--- src/rtl/perf_pkg.sv ---
`default_nettype none
// ============================================================================
// perf_pkg : shared encodings for the pipeline performance monitor
// Revision : 1.0
// ============================================================================
package perf_pkg;

  localparam int DEFAULT_CNT_W = 32;

  typedef enum logic [1:0] {
    ST_IDLE = 2'b00,
    ST_RUN  = 2'b01,
    ST_DONE = 2'b10
  } state_t;

  // Counter slots, also the bit order of the overflow flags
  localparam int IDX_CYCLE  = 0;
  localparam int IDX_STALL  = 1;
  localparam int IDX_FLUSH  = 2;
  localparam int IDX_RETIRE = 3;
  localparam int NUM_CNT    = 4;

endpackage
`default_nettype wire

--- src/rtl/sat_counter.sv ---
`default_nettype none
// ============================================================================
// sat_counter : saturating up-counter with enable, clear and saturated flag
// Revision    : 1.0   (sat port present only with PERF_OVF_FLAG_EN)
// ============================================================================
module sat_counter
  import perf_pkg::*;
#(
  parameter int W = DEFAULT_CNT_W
) (
  input  logic         clk,
  input  logic         rst,
  input  logic         clr,
  input  logic         en,
  output logic [W-1:0] count
`ifdef PERF_OVF_FLAG_EN
  ,
  output logic         sat
`endif
);

  localparam logic [W-1:0] MAX = '1;

  logic at_max;
  assign at_max = (count == MAX);

  always_ff @(posedge clk or posedge rst) begin
    if (rst)                count <= '0;
    else if (clr)           count <= '0;
    else if (en && !at_max) count <= count + 1'b1;
  end

`ifdef PERF_OVF_FLAG_EN
  localparam logic [W-1:0] NEAR_MAX = {{(W-1){1'b1}}, 1'b0};

  // Set on the edge that moves the count onto MAX, so it rises with it
  always_ff @(posedge clk or posedge rst) begin
    if (rst)                            sat <= 1'b0;
    else if (clr)                       sat <= 1'b0;
    else if (en && count == NEAR_MAX)   sat <= 1'b1;
  end
`endif

endmodule
`default_nettype wire

--- src/rtl/pipe_perf_counter.sv ---
`default_nettype none
// ============================================================================
// pipe_perf_counter : cycle/stall/flush/retire monitor with snapshot handshake
// Revision          : 1.0   (optional ovf_o via PERF_OVF_FLAG_EN)
// ============================================================================
module pipe_perf_counter
  import perf_pkg::*;
#(
  parameter int CNT_W       = DEFAULT_CNT_W,
  parameter int CYCLE_LIMIT = 64
) (
  input  logic             clk_i,
  input  logic             rst_i,
  input  logic             start_i,
  input  logic             stall_i,
  input  logic             branch_i,
  input  logic             flush_i,
  input  logic             retire_i,
  input  logic             clr_i,
  input  logic             snap_req_i,
  input  logic             snap_ready_i,
  output logic             snap_valid_o,
  output logic [CNT_W-1:0] snap_cycle_o,
  output logic [CNT_W-1:0] snap_stall_o,
  output logic [CNT_W-1:0] snap_flush_o,
  output logic [CNT_W-1:0] snap_retire_o,
  output logic [1:0]       state_o,
  output logic             done_o
`ifdef PERF_OVF_FLAG_EN
  ,
  output logic [NUM_CNT-1:0] ovf_o
`endif
);

  localparam logic [CNT_W-1:0] LIMIT = CNT_W'(CYCLE_LIMIT);

  state_t             state_q, state_d;
  logic               counting;
  logic [NUM_CNT-1:0] inc;
  logic [CNT_W-1:0]   cnt [NUM_CNT];

  assign counting          = (state_q == ST_RUN) && start_i;
  assign inc[IDX_CYCLE]    = counting;
  assign inc[IDX_STALL]    = counting && stall_i && !branch_i;
  assign inc[IDX_FLUSH]    = counting && flush_i;
  assign inc[IDX_RETIRE]   = counting && retire_i;

  generate
    for (genvar i = 0; i < NUM_CNT; i++) begin : g_cnt
      sat_counter #(.W(CNT_W)) u_cnt (
        .clk   (clk_i),
        .rst   (rst_i),
        .clr   (clr_i),
        .en    (inc[i]),
        .count (cnt[i])
`ifdef PERF_OVF_FLAG_EN
        ,
        .sat   (ovf_o[i])
`endif
      );
    end
  endgenerate

  always_ff @(posedge clk_i or posedge rst_i) begin
    if (rst_i) state_q <= ST_IDLE;
    else       state_q <= state_d;
  end

  always_comb begin
    state_d = state_q;
    case (state_q)
      ST_IDLE: if (start_i) state_d = ST_RUN;
      ST_RUN: begin
        if (!start_i)
          state_d = ST_IDLE;
        else if (CYCLE_LIMIT != 0 && (cnt[IDX_CYCLE] + 1'b1) == LIMIT)
          state_d = ST_DONE;
      end
      ST_DONE: state_d = ST_DONE;
      default: state_d = ST_IDLE;
    endcase
    if (clr_i) state_d = ST_IDLE;
  end

  assign state_o = state_q;
  assign done_o  = (state_q == ST_DONE);

  // Captures pre-increment register values; requests during valid are dropped
  always_ff @(posedge clk_i or posedge rst_i) begin
    if (rst_i) begin
      snap_valid_o  <= 1'b0;
      snap_cycle_o  <= '0;
      snap_stall_o  <= '0;
      snap_flush_o  <= '0;
      snap_retire_o <= '0;
    end else if (snap_valid_o) begin
      if (snap_ready_i) snap_valid_o <= 1'b0;
    end else if (snap_req_i) begin
      snap_valid_o  <= 1'b1;
      snap_cycle_o  <= cnt[IDX_CYCLE];
      snap_stall_o  <= cnt[IDX_STALL];
      snap_flush_o  <= cnt[IDX_FLUSH];
      snap_retire_o <= cnt[IDX_RETIRE];
    end
  end

endmodule
`default_nettype wire

--- config.mk ---
export PLATFORM = sky130hd
export DESIGN_NAME = pipe_perf_counter
export DESIGN_NICKNAME = d
export VERILOG_FILES = /design/src/rtl/perf_pkg.sv /design/src/rtl/sat_counter.sv /design/src/rtl/pipe_perf_counter.sv
export SDC_FILE = /design/constraint.sdc
export NUM_CORES = 1
export LEC_CHECK = 0
export CORE_ASPECT_RATIO = 0.8
export CORE_UTILIZATION = 46
export DETAILED_ROUTE_END_ITERATION = 6
export PLACE_DENSITY_LB_ADDON = 0.2
export SYNTH_ARGS = -nofsm -noshare
export SYNTH_HDL_FRONTEND = slang
export SYNTH_HIERARCHICAL = 1
export SYNTH_SLANG_ARGS = --single-unit
--- constraint.sdc ---
create_clock -name clk_i -period 6.93 [get_ports clk_i]
set_clock_uncertainty 0.05 [all_clocks]
set_input_delay 2.079 -clock clk_i [delete_from_list [all_inputs] [get_ports clk_i]]
set_output_delay 2.079 -clock clk_i [all_outputs]
set_load 0.01 [all_outputs]
==> metrics.md, run 1 <==
| Metric | Value |
|---|---|
| Run status | `complete, no violations` |
| Cell at the slowest stage of the critical path | `a311oi_1` |
| Pin count of the biggest net entering global routing | `141` |
| CP peak stage delay | `550 ps` |
| Initial standard-cell utilization of the core | `46.9%` |
| Core region area | `0.0273 mm^2` |
| Top cells by area in the synthesized netlist | `dfrtp_1 51%, mux2_2 12%, nor2_1 3.1%` |
| Top post-synthesis cells by count | `259 x dfrtp_1, 136 x mux2_2, 106 x nor2_1, 64 x nand3_1, 63 x a21oi_1` |
| Number of setup violations in the final report | `0` |
| Maximum resistive drop on vdd | `0.174 mV` |
| Register bit total from synthesis | `259` |
| Fill cell instance count of the final layout | `2328` |
| Worst slew margin relative to its limit | `36.2%` |
| Clock Pin Slew Worst Setup and Hold Paths | `60 ps` |
| Critical path depth | `8` |
| Achievable frequency | `234 MHz` |
| Number of buffers added to fix hold violations after cts | `0` |
| Maximum net fanout on the critical path | `14` |
| Vertical die dimension | `151 um` |
| Die area | `0.0285 mm^2` |
| Count of cell types in the netlist | `57` |
| CP Launch Type | `input pin` |
| Syn avg cell area | `10.8 um^2` |
| Violation count after the first detailed-routing iteration | `531` |
| Worst path required time | `7260 ps` |
| Hold violation total from the final report | `0` |
| Critical Path Source | `start_i` |
| Min-Delay Path Class | `reg2reg` |
| Worst Reg2Reg Path Length in Cells | `5` |
| Sequential power share | `49.5%` |
| Netlist area before placement | `0.0128 mm^2` |
| Global-route wire length before repair | `47700 um` |
| Count of yosys warnings during synthesis | `6` |
| Max Root-Sink Buffers | `3` |
| Placed Instances | `1646` |
| GR Overflow Total | `0` |
| # Max-Cap Violations | `0` |
| Ports | `142` |
| Cell with the most instances after synthesis | `dfrtp_1` |
| Fraction of registers with async set or reset after synthesis | `100%` |
| Cts repair resizes | `0` |
| CTS H-tree lvls | `1` |
| Count of buffers added by post-CTS timing repair for setup | `0` |
| Power dissipated by switching net loads | `0.673 mW` |
| Worst reg2reg endpoint | `g_cnt[0].u_cnt/count[29]` |
| Number of buffers created by CTS | `27` |
| Area share of the largest cell type after synthesis | `50.7%` |
| Type of destination of the critical path | `register` |
| Data arrival time at the worst-slack endpoint | `4600 ps` |
| Number of nets produced by synthesis | `1199` |
| Slew at the pin closest to its max-slew limit | `954 ps` |
| Number of stages on the worst hold path | `1` |
| Buffers and inverters on the worst path | `2` |
| Proportion of power drawn by combinational gates | `4.2%` |
| Period minus WS final | `4270 ps` |
| X dimension of the die | `188 um` |
| Largest area contributor in the synthesized netlist | `dfrtp_1` |
| Root buf cell | `clkbuf_16` |
| Startpoint of the worst hold path | `snap_flush_o[15]` |
| P_leak | `6.40 nW` |
| Final worst-path cycle share | `61.6%` |
| Unrepaired setup endpoints after global routing | `false` |
| Average vias per placed instance | `5.77` |
| Worst setup path class | `in2reg` |
| Total Negative Setup Slacks | `0 ps` |
| Hold Path End | `snap_flush_o[15]` |
| Final cell utilization of the core | `56.4%` |
| Area Overhead vs Synth | `20.3%` |
| Count of final max-slew check failures | `0` |
| Routability cong. | `0.841` |
| Portion of the post-synthesis area used by sequential elements | `50.7%` |
| Worst-case register-to-register setup slack | `3890 ps` |
| Top delay family on crit path | `simple AND/OR/NAND/NOR gates` |
| Antenna violations before repair | `0` |
| Half-perimeter wire length after placement | `18800 um` |
| Fraction of layout instances using a drive strength above 1 | `18.4%` |
| Number of standard cells after synthesis | `1185` |
| Port Buf Inserts | `141` |
| Number of enable flip-flop cells after synthesis | `0` |
| Number of nets still failing antenna checks after routing | `0` |
| Series of cell instances along the critical path | `clkdlybuf4s50_1 -> and3b_1 -> buf_4 -> and2_1 -> nand3_1 -> a311oi_1 -> a31o_2 -> a21oi_1` |
| Count of TritonRoute iterations in the first routing pass | `5` |
| Clock network fraction of design power | `46.4%` |
| DRC violations left | `0` |
| Number of nets in the layout | `1325` |
| DRT Wirelength | `28700 um` |
| Routed len/inst | `16.9 um` |
| Sw Share | `21.9%` |
| Power, Total | `3.08 mW` |
| Cell Rows | `54` |
| Aggregate global-route resource usage | `20.3%` |
| Worst reg2reg path startpoint | `g_cnt[0].u_cnt/count[24]` |
| # diodes | `0` |
| Final non-filler cell total | `1694` |
| Insertion delay of the later-clocked pin in the worst-skew pair | `530 ps` |
| Number of global-route vias before repair | `9115` |
| Total area of multi-input combinational cells | `0.00598 mm^2` |
| FF/Latch Area | `0.00648 mm^2` |
| Cell Int Power | `2.40 mW` |
| CTS tree | `done` |
| Main flop type after synthesis | `dfrtp_1` |
| Total number of vias | `9772` |
| Clk sink count | `259` |
| Pwr/cell area | `200 mW/mm^2` |
[per-stage QoR]
stage                     setup slack [ps]  hold WS, ps  instance area, um^2
after floorplan                       1300          453                12800
after global placement                2260          439                14500
after detailed placement              2180          445                14500
after CTS                             2740          458                15400
after global routing                  2530          468                15400
final                                 2660          453                15400
[kinds of logic (layout without fill, tap and decap cells)]
kind of cell | count (synthesis) | after routing | synth area share (%)
DFF | 259 | 259 | 50.7
xor gates and xnor gates | 44 | 44 | 3.01
buffers and inverters | 81 | 226 | 2.70
adders and majority gates | 4 | 4 | 0.391
muxes | 155 | 155 | 13.6
and+or+nand+nor | 459 | 459 | 19.8
AOI/OAI and AO/OA | 183 | 183 | 9.89
[power groups by stage]
stage                     clock network (mW)  registers [mW]  logic, mW
after CTS                               1.47            1.52      0.134
after floorplan                            0            1.55     0.0914
after global routing                    1.54            1.52      0.145
final                                   1.43            1.52      0.129
after global placement                     0            1.55      0.132
after detailed placement                   0            1.55      0.133
[layer usage]
layer / share of wire (%) / track usage, %
met4: 1.3 / 3.91
met3: 4.7 / 3.10
met2: 45 / 31.6
met1: 49 / 30.3
met5: 0 / 0
[registers in the layout (all words and copies together), names as in the netlist]
signal / count
g_cnt.u_cnt/count: 128
snap_cycle_o: 32
snap_flush_o: 32
snap_retire_o: 32
snap_stall_o: 32
state_o: 2
snap_valid_o: 1
[cell type report]
type / instances / area share [%]
clock buffers: 38 / 4.98
clock inverters: 10 / 0.691
inverters: 29 / 0.740
multi-input cells: 845 / 38.8
flip-flops and latches: 259 / 42.1
well taps: 364 / 2.96
repair buffers: 149 / 9.70
[placed cells by master (no fill, tap or decap), types with 28 or more instances in the layout]
cell,synthesis,layout
nor4_1,29,29
nand2_1,53,53
nand4_1,42,42
dfrtp_1,259,259
o21ai_0,44,44
nor2_1,106,106
mux2_2,136,136
a21oi_1,63,63
inv_1,29,28
clkdlybuf4s50_1,0,140
nand3_1,64,64
[how the worst max path moves through the flow]
stage | end | slack [ps]
2_1_floorplan | snap_cycle_o[0] | 1300
3_3_place_gp | g_cnt[2].u_cnt/count[12] | 2260
3_5_place_dp | g_cnt[2].u_cnt/count[12] | 2180
4_1_cts | g_cnt[3].u_cnt/count[12] | 2740
5_1_grt | g_cnt[3].u_cnt/count[20] | 2530
6_report | g_cnt[2].u_cnt/count[12] | 2660
Note: power is estimated with default switching activity, not from simulation.
==> run 2: changes to the inputs <==
clock period = 4.4 ns   (was 6.93 ns; I/O delays follow)
==> run 2 against run 1 <==
Power grew 62%. Wire length is 3.6% higher. Worst setup slack got worse by 1700 ps. Combinational power grew 64%. Cell count increased by 0.41%. Sequential share of layout area shrank 0.36 points. Largest power group unchanged.
==> metrics.md, run 2 (synthesis gave the netlist of run 1 again) <==
| Metric | Value |
|---|---|
| Run status | `complete, no violations` |
| Area Overhead vs Synth | `21.4%` |
| CTS H-tree lvls | `1 (unchanged)` |
| Unrepaired setup endpoints after global routing | `false` |
| # diodes | `0 (unchanged)` |
| Number of global-route vias before repair | `9278 (+1.8%)` |
| CTS tree | `done` |
| Cts repair resizes | `0 (unchanged)` |
| Port Buf Inserts | `141 (unchanged)` |
| Antenna violations before repair | `0 (unchanged)` |
| Commonest non-fill, non-tap cells in the layout | `259 x dfrtp_1, 140 x clkdlybuf4s50_1, 136 x mux2_2, 106 x nor2_1, 64 x nand3_1` |
| Max reg flops | `128 (unchanged)` |
| Number of nets still failing antenna checks after routing | `0 (unchanged)` |
| P_leak | `6.47 nW (+1.1%)` |
| Worst slew margin relative to its limit | `36.6% (+0.39 points)` |
| Hold violation total from the final report | `0 (unchanged)` |
| Maximum net fanout on the critical path | `10 (-4)` |
| CP Launch Type | `input pin` |
| Total number of vias | `9781 (+0.092%)` |
| Routability cong. | `0.840 (about the same)` |
| Max Root-Sink Buffers | `3 (unchanged)` |
| Total Negative Setup Slacks | `0 ps (unchanged)` |
| Largest Register | `g_cnt.u_cnt/count` |
| Pwr/cell area | `322 mW/mm^2 (+61%)` |
| Root buf cell | `clkbuf_16` |
| Final worst-path cycle share | `79.3%` |
| Cell Rows | `54 (unchanged)` |
| Vertical die dimension | `151 um (unchanged)` |
| Min-Delay Path Class | `reg2reg` |
| Data arrival time at the worst-slack endpoint | `3830 ps (-770 ps)` |
| Clock Pin Slew Worst Setup and Hold Paths | `60 ps (about the same)` |
| Achievable frequency | `287 MHz` |
| Number of buffers added to fix hold violations after cts | `0 (unchanged)` |
| Clk sink count | `259 (unchanged)` |
| Half-perimeter wire length after placement | `19800 um (+5.3%)` |
| Worst path required time | `4750 ps (-2510 ps)` |
| DRC violations left | `0 (unchanged)` |
| Aggregate global-route resource usage | `21.1% (+0.75 points)` |
| Count of final max-slew check failures | `0 (unchanged)` |
| Type of destination of the critical path | `register` |
| GR Overflow Total | `0 (unchanged)` |
| Die area | `0.0285 mm^2 (unchanged)` |
| Violation count after the first detailed-routing iteration | `670 (+26%)` |
| Pin count of the biggest net entering global routing | `129 (-8.5%)` |
| Count of buffers added by post-CTS timing repair for setup | `0 (unchanged)` |
| Number of setup violations in the final report | `0 (unchanged)` |
| Core region area | `0.0273 mm^2 (unchanged)` |
| Power, Total | `4.99 mW (+62%)` |
| Routed len/inst | `17.4 um (+3.1%)` |
| Period minus WS final | `3490 ps` |
| Count of TritonRoute iterations in the first routing pass | `5 (unchanged)` |
| Number of nets in the layout | `1333 (+0.60%)` |
| DRT Wirelength | `29700 um (+3.6%)` |
| Number of buffers created by CTS | `28 (+3.7%)` |
| Insertion delay of the later-clocked pin in the worst-skew pair | `540 ps (about the same)` |
| Fraction of layout instances using a drive strength above 1 | `18.8% (+0.35 points)` |
| Maximum resistive drop on vdd | `0.279 mV (+60%)` |
| Initial standard-cell utilization of the core | `46.9% (unchanged)` |
| Ports | `142 (unchanged)` |
| Global-route wire length before repair | `49100 um (+3.0%)` |
| X dimension of the die | `188 um (unchanged)` |
| # Max-Cap Violations | `0 (unchanged)` |
| Fill cell instance count of the final layout | `2356 (+1.2%)` |
| Slew at the pin closest to its max-slew limit | `948 ps (-5.78 ps)` |
| Worst setup path class | `in2reg` |
| Most common cell after layout, fill and taps aside | `dfrtp_1` |
| Average vias per placed instance | `5.75 (-0.32%)` |
-- run 2: changes by cell type in the layout (fill, tap and decap cells not counted), sizes merged --
cell	previous run	this run
buf	9	16
bufinv	2	3
clkbuf	38	41
clkinv	7	4
inv	29	28
-- run 2: worst max-delay path: stages --
cell             delay [ps]
clkdlybuf4s50_1         470
and3b_1                 380
and3b_1                 480
nand3_1                 340
a2111oi_0               600
xnor2_1                 180
nor2_1                   60
-- run 2: path summary, 6_finish.rpt --
check	from	endpoint	cells past startpoint	slack, ps
max in group asynchronous	rst_i	snap_retire_o[19]	3	2110
setup / recovery	start_i	g_cnt[1].u_cnt/count[22]	7	910
hold reg to reg	snap_stall_o[28]	snap_stall_o[28]	1	450
setup reg to reg	g_cnt[0].u_cnt/count[24]	g_cnt[0].u_cnt/count[29]	5	1420
hold / removal	snap_stall_o[28]	snap_stall_o[28]	1	450
min in group asynchronous	rst_i	g_cnt[2].u_cnt/count[29]	3	1290
-- run 2: layer usage --
| layer | GRT usage (%) | share of wire, % | wire length [um] | vias up |
|---|---|---|---|---|
| met5 | 0 | 0 | 0 | - |
| met4 | 4.68 | 1.4 | 415 | 0 |
| met3 | 3.15 | 4.4 | 1310 | 33 |
| met2 | 33.2 | 46 | 13500 | 220 |
| met1 | 30.8 | 49 | 14400 | 4861 |
| li1 | - | - | - | 4667 |
-- run 2: power by group --
part	internal (mW)	total (mW)	leakage, nW	switching [mW]
clock network	1.45	2.39	0.460	0.934
logic	0.0747	0.212	2.39	0.137
registers	2.39	2.40	3.61	0.00719
-- run 2: through the flow --
step                      hold slack, ps  worst slack, ps  area (um^2)  util [%]  instances
after floorplan                      453             1310        12800         -       1185
after global placement               439              485        14600      53.5       1653
after detailed placement             445              343        14600      53.5       1653
after CTS                            458              917        15500      56.9       1701
after global routing                 472              732        15500      56.9       1701
final                                452              912        15500      56.9       1701
-- run 2: final cells by class --
type / count / area, um^2 / share of cell area (%)
repair buffers: 156 / 1570 / 10.1
multi-input cells: 845 / 5980 / 38.5
inverters: 29 / 113 / 0.725
clock inverters: 7 / 110 / 0.709
well taps: 364 / 455 / 2.93
flip-flops and latches: 259 / 6480 / 41.7
clock buffers: 41 / 821 / 5.29
